$ cat src/rtl/hps_data_out_ptr_ctrl.sv
// Pointer controller for the HPS data-out circular buffer; HPS drains it over Avalon-MM.
// Pointers and registers update one edge after the handshake or write; irq is registered one cycle later.
// wr_ready drops when disabled or full; wr_valid while full is dropped and sets overflow. Option: HPS_PTR_WATERMARK_EN.
module hps_data_out_ptr_ctrl #(
    parameter int ADDR_W         = 9,
    parameter int DEFAULT_THRESH = 256
) (
    input  logic              clk,
    input  logic              reset_n,
    input  logic [2:0]        avs_address,
    input  logic              avs_chipselect,
    input  logic              avs_write_n,
    input  logic [31:0]       avs_writedata,
    output logic [31:0]       avs_readdata,
    input  logic              wr_valid,
    output logic              wr_ready,
    output logic              wr_en,
    output logic [ADDR_W-1:0] wr_addr,
    output logic [ADDR_W-1:0] rd_ptr,
    output logic              irq
);
    localparam logic [ADDR_W:0] DEPTH = (ADDR_W+1)'(1) << ADDR_W;

    logic [ADDR_W:0] wptr_q, wptr_d, rptr_q, rptr_d, thresh_q, thresh_d;
    logic            enable_q, enable_d, irq_en_q, irq_en_d;
    logic            overflow_q, overflow_d, irq_q, irq_d;
    logic [ADDR_W:0] level, adv;
    logic            empty, full, thresh_hit, reg_wr;
    logic            unused_wdata;

    assign level      = wptr_q - rptr_q;
    assign empty      = (level == '0);
    assign full       = (level == DEPTH);
    assign thresh_hit = (thresh_q != '0) && (level >= thresh_q);
    assign reg_wr     = avs_chipselect & ~avs_write_n;
    assign adv        = avs_writedata[ADDR_W:0];
    assign unused_wdata = ^avs_writedata[31:ADDR_W+1];

    assign wr_ready = enable_q & ~full;
    assign wr_en    = wr_valid & wr_ready;
    assign wr_addr  = wptr_q[ADDR_W-1:0];
    assign rd_ptr   = rptr_q[ADDR_W-1:0];
    assign irq      = irq_q;

    always_comb begin
        wptr_d     = wptr_q;
        rptr_d     = rptr_q;
        thresh_d   = thresh_q;
        enable_d   = enable_q;
        irq_en_d   = irq_en_q;
        overflow_d = overflow_q;
        irq_d      = irq_en_q & (thresh_hit | overflow_q);

        if (wr_en)
            wptr_d = wptr_q + 1'b1;
        if (wr_valid & enable_q & full)
            overflow_d = 1'b1;

        if (reg_wr) begin
            case (avs_address)
                3'd0: begin
                    enable_d = avs_writedata[0];
                    irq_en_d = avs_writedata[1];
                    // Clear overrides any sample accepted in the same cycle.
                    if (avs_writedata[2]) begin
                        wptr_d     = '0;
                        rptr_d     = '0;
                        overflow_d = 1'b0;
                    end
                end
                3'd1: if (avs_writedata[2]) overflow_d = 1'b0;
                3'd3: rptr_d = (adv > level) ? wptr_q : rptr_q + adv;
                3'd4: thresh_d = adv;
                default: ;
            endcase
        end
    end

    always_ff @(posedge clk or negedge reset_n) begin
        if (!reset_n) begin
            wptr_q     <= '0;
            rptr_q     <= '0;
            thresh_q   <= (ADDR_W+1)'(DEFAULT_THRESH);
            enable_q   <= 1'b0;
            irq_en_q   <= 1'b0;
            overflow_q <= 1'b0;
            irq_q      <= 1'b0;
        end else begin
            wptr_q     <= wptr_d;
            rptr_q     <= rptr_d;
            thresh_q   <= thresh_d;
            enable_q   <= enable_d;
            irq_en_q   <= irq_en_d;
            overflow_q <= overflow_d;
            irq_q      <= irq_d;
        end
    end

`ifdef HPS_PTR_WATERMARK_EN
    logic [ADDR_W:0] peak_q, peak_d;

    always_comb begin
        peak_d = (level > peak_q) ? level : peak_q;
        if (reg_wr && ((avs_address == 3'd6) || (avs_address == 3'd0 && avs_writedata[2])))
            peak_d = '0;
    end

    always_ff @(posedge clk or negedge reset_n) begin
        if (!reset_n) peak_q <= '0;
        else          peak_q <= peak_d;
    end
`endif

    always_comb begin
        avs_readdata = '0;
        case (avs_address)
            3'd0: avs_readdata = {30'd0, irq_en_q, enable_q};
            3'd1: avs_readdata = {28'd0, thresh_hit, overflow_q, full, empty};
            3'd2: avs_readdata = {{(31-ADDR_W){1'b0}}, level};
            3'd3: avs_readdata = {{(32-ADDR_W){1'b0}}, rptr_q[ADDR_W-1:0]};
            3'd4: avs_readdata = {{(31-ADDR_W){1'b0}}, thresh_q};
            3'd5: avs_readdata = {{(32-ADDR_W){1'b0}}, wptr_q[ADDR_W-1:0]};
`ifdef HPS_PTR_WATERMARK_EN
            3'd6: avs_readdata = {{(31-ADDR_W){1'b0}}, peak_q};
`endif
            default: avs_readdata = '0;
        endcase
    end
endmodule

$ cat config.mk
export PLATFORM = sky130hd
export DESIGN_NAME = hps_data_out_ptr_ctrl
export DESIGN_NICKNAME = d
export VERILOG_FILES = /design/src/rtl/hps_data_out_ptr_ctrl.sv
export SDC_FILE = /design/constraint.sdc
export NUM_CORES = 1
export LEC_CHECK = 0
export CAP_MARGIN = 20
export CORE_ASPECT_RATIO = 1.2
export CORE_MARGIN = 4
export CORE_UTILIZATION = 55
export CTS_CLUSTER_DIAMETER = 80
export DETAILED_ROUTE_END_ITERATION = 6
export DONT_BUFFER_PORTS = 1
export GPL_ROUTABILITY_DRIVEN = 0
export PLACE_DENSITY = 0.81
export SLEW_MARGIN = 25
export SYNTH_ARGS = -nofsm -noshare
export SYNTH_HDL_FRONTEND = slang
export SYNTH_SLANG_ARGS = --single-unit
$ cat constraint.sdc
create_clock -name clk -period 3.95 [get_ports clk]
set_input_delay 0.79 -clock clk [delete_from_list [all_inputs] [get_ports clk]]
set_output_delay 0.79 -clock clk [all_outputs]
set_load 0.01 [all_outputs]
==> results.toml <==
[worst_setup_path]
crit_required_ns = 3.16
r2r_cells = 16
critPathCaptureType = "output pin"
rrSetupSlack_ns = 0.22
reg2reg_to = "rptr_q[0]"
crit_fanout = 3
worstSetupStartpointType = "flip-flop"
rr_startpoint = "wptr_q[1]"
critPathArrivalTime_ns = 3.12
criticalPathCategory = "flip-flop to output pin"

[logic_synthesis]
synth_most_common_cell = "buf_4"
synth_top_area_cell = "dfrtp_1"
synthFlopType = "dfrtp_1"
async_flop_share_pct = 100
syn_inst = 465
ys_seq_elements = 34
synthTopCellsByArea = "dfrtp_1 21%, ha_1 12%, buf_4 8.0%, mux2i_1 4.4%, a21oi_1 3.9%"
synthDistinctLibCells = 64
ys_seq_area_share_pct = 22.1
syn-cell-area_mm2 = 0.00385
avgSynthCellArea_um2 = 8.27
synth_top_area_share_pct = 21.5
synth_common_cells = "41 x buf_4, 37 x ha_1, 33 x dfrtp_1, 33 x inv_1, 30 x a21oi_1"
synth_edf_count = 0
yosys_warnings = 0

[detailed_routing]
drc = 0
wire_per_inst_um = 20.8
viasPerCell = 6.58
num_vias = 3683
wl_met3_um = 1170
wl_met2_um = 5560
drt-total-wl_um = 11600
topRoutingLayerUsed = "met4"
first_pass_iters = 6
drtAntennaViolNets = 0
drt_iter0_drc = 517
wl_met1_um = 4150

[finish]
num_antenna_cells = 0
syn_to_final_growth_pct = 8.91
drive_above_1_share_pct = 20.5
finalNetCount = 551
finalCoreUtilization_pct = 61.5

[pwr]
vdd_drop_max_v = 0.000511
powerDensity_mw_per_mm2 = 890
finalPower_mw = 3.73
leakagePower_nw = 2.02

[run]
max_cap_viol_count = 0

[clock_network]
cts_tree = "done"
holdBufCountCts = 0
clock_path_buffers = 2
clkLatencyLatePin_ns = 0.29
clock-sinks = 34
cts_max_level = 2
path_clk_slew_ns = 0.07
cts_root_buf = "clkbuf_8"
cts_made_buffers = 5

[floorplanning]
core_mm2 = 0.00681
die_w_um = 84.4
design.die.area_mm2 = 0.00840
initial_core_util_pct = 56.5
pin_count = 93
rows = 33
die_h_um = 99.6

[sta]
fin_skew_ns = 0.00847
fin_hold_ws_ns = 0.189
relSlewSlack_pct = 51.0
hold_viol_final = 0
setup_viol = 0
period_share_pct = 99.0
fin_setup_tns_ns = 0
max_freq_mhz = 256
period_minus_slack_ns = 3.91
worstMarginPinSlew_ns = 0.735
slew_violations = 0

[global_routing]
grt_max_degree = 35
grt_use_total_pct = 26.8
antenna_found_initial = 0
grt_pass1_wl_um = 17900
grt.overflow.total = 0
first_global_vias = 3404

[run_status]
status = "completed"

[placed_design]
dp_hpwl_um = 8890
io_buffers = 0

[min_path]
worst_hold_path_type = "input port to async pin"
metrics by stage:
stage | instance area [um^2] | instances | worst slack, ns
3_3_place_gp | 3900 | 548 | 0.0782
5_1_grt | 4190 | 560 | -0.140
3_5_place_dp | 3900 | 548 | 0.0226
4_1_cts | 4050 | 557 | -0.0274
6_report | 4190 | 560 | 0.0397
2_1_floorplan | 3930 | 486 | 0.186
layout make-up:
class,count,area (um^2)
Clock buffer,8,90.1
Fill cell,570,2620
Inverter,33,124
Multi-Input combinational cell,363,2750
Sequential cell,34,852
Tap cell,87,109
Timing Repair Buffer,35,263
per-layer routing:
layer | vias to the layer above | track usage, %
met5 | - | 0
met4 | 0 | 14.4
li1 | 1655 | -
met2 | 252 | 45.4
met1 | 1714 | 32.0
met3 | 62 | 5.14
where the power goes:
part           internal [mW]  total [mW]  leakage (nW)  switching, mW
logic                   1.24        2.93          1.53           1.69
registers              0.445       0.533         0.437         0.0887
clock network          0.142       0.271        0.0455          0.129
cell usage in the layout, fill, tap and decap left out, types with 5 or more instances in the layout:
| cell type | instances |
|---|---|
| a311o_1 | 7 |
| o21ai_0 | 15 |
| a21o_1 | 8 |
| ha_1 | 31 |
| dfrtp_1 | 33 |
| clkbuf_8 | 6 |
| conb_1 | 22 |
| mux2i_1 | 17 |
| and3_1 | 13 |
| nand4_1 | 10 |
| a211oi_1 | 8 |
| inv_1 | 31 |
| o22ai_1 | 9 |
| a21oi_2 | 6 |
| nor2_1 | 22 |
| nand2_1 | 27 |
| nor2b_1 | 8 |
| nor3_1 | 13 |
| nand2b_1 | 11 |
| xnor2_1 | 5 |
| mux2_2 | 10 |
| buf_4 | 35 |
| a21oi_1 | 24 |
| nand3_1 | 15 |
critical path: stages (launching register included):
cell and delay (ns):
dfrtp_1 0.42, ha_4 0.18, fa_2 0.37, nand2b_4 0.19
a21oi_4 0.17, a21oi_2 0.06, ha_1 0.29, a21o_1 0.17
a21oi_2 0.13, o21ai_1 0.08, a211o_1 0.28, o21ai_2 0.07
maj3_2 0.23, o21ai_2 0.06, buf_4 0.14
kinds of logic (layout without fill, tap and decap cells):
kind of cell / Yosys count / after routing / synth area share (%)
adder cells (fa/ha/maj): 40 / 40 / 13.3
buffers and inverters: 89 / 76 / 12.8
AO/OA/AOI/OAI: 118 / 118 / 22.1
XOR/XNOR: 11 / 11 / 2.50
flip-flops: 34 / 34 / 22.1
AND/OR/NAND/NOR: 145 / 145 / 19.6
other: 1 / 22 / 0.0975
multiplexers: 27 / 27 / 7.35
worst max path at each step:
stage | from | end | slack, ns
final | rptr_q[0] | avs_readdata[3] | 0.04
after global routing | rptr_q[4] | avs_readdata[3] | -0.14
after CTS | wptr_q[1] | avs_readdata[3] | -0.03
after detailed placement | wptr_q[7] | rptr_q[0] | 0.02
after global placement | wptr_q[0] | avs_readdata[3] | 0.08
after floorplan | wptr_q[0] | avs_readdata[3] | 0.19
sequential cells by signal (all words and copies together), names as in the netlist:
| register | flops |
|---|---|
| irq_en_q | 1 |
| thresh_q | 10 |
| enable_q | 1 |
| overflow_q | 1 |
| rptr_q | 10 |
| irq | 1 |
| wptr_q | 10 |
repair_timing:
action | in CTS | in global routing
pin swaps | 5 | 11
setup buffers | 1 | 3
setup endpoints to repair | 12 | 13
resized for setup | 15 | 29
(Power assumes the default switching activity.)
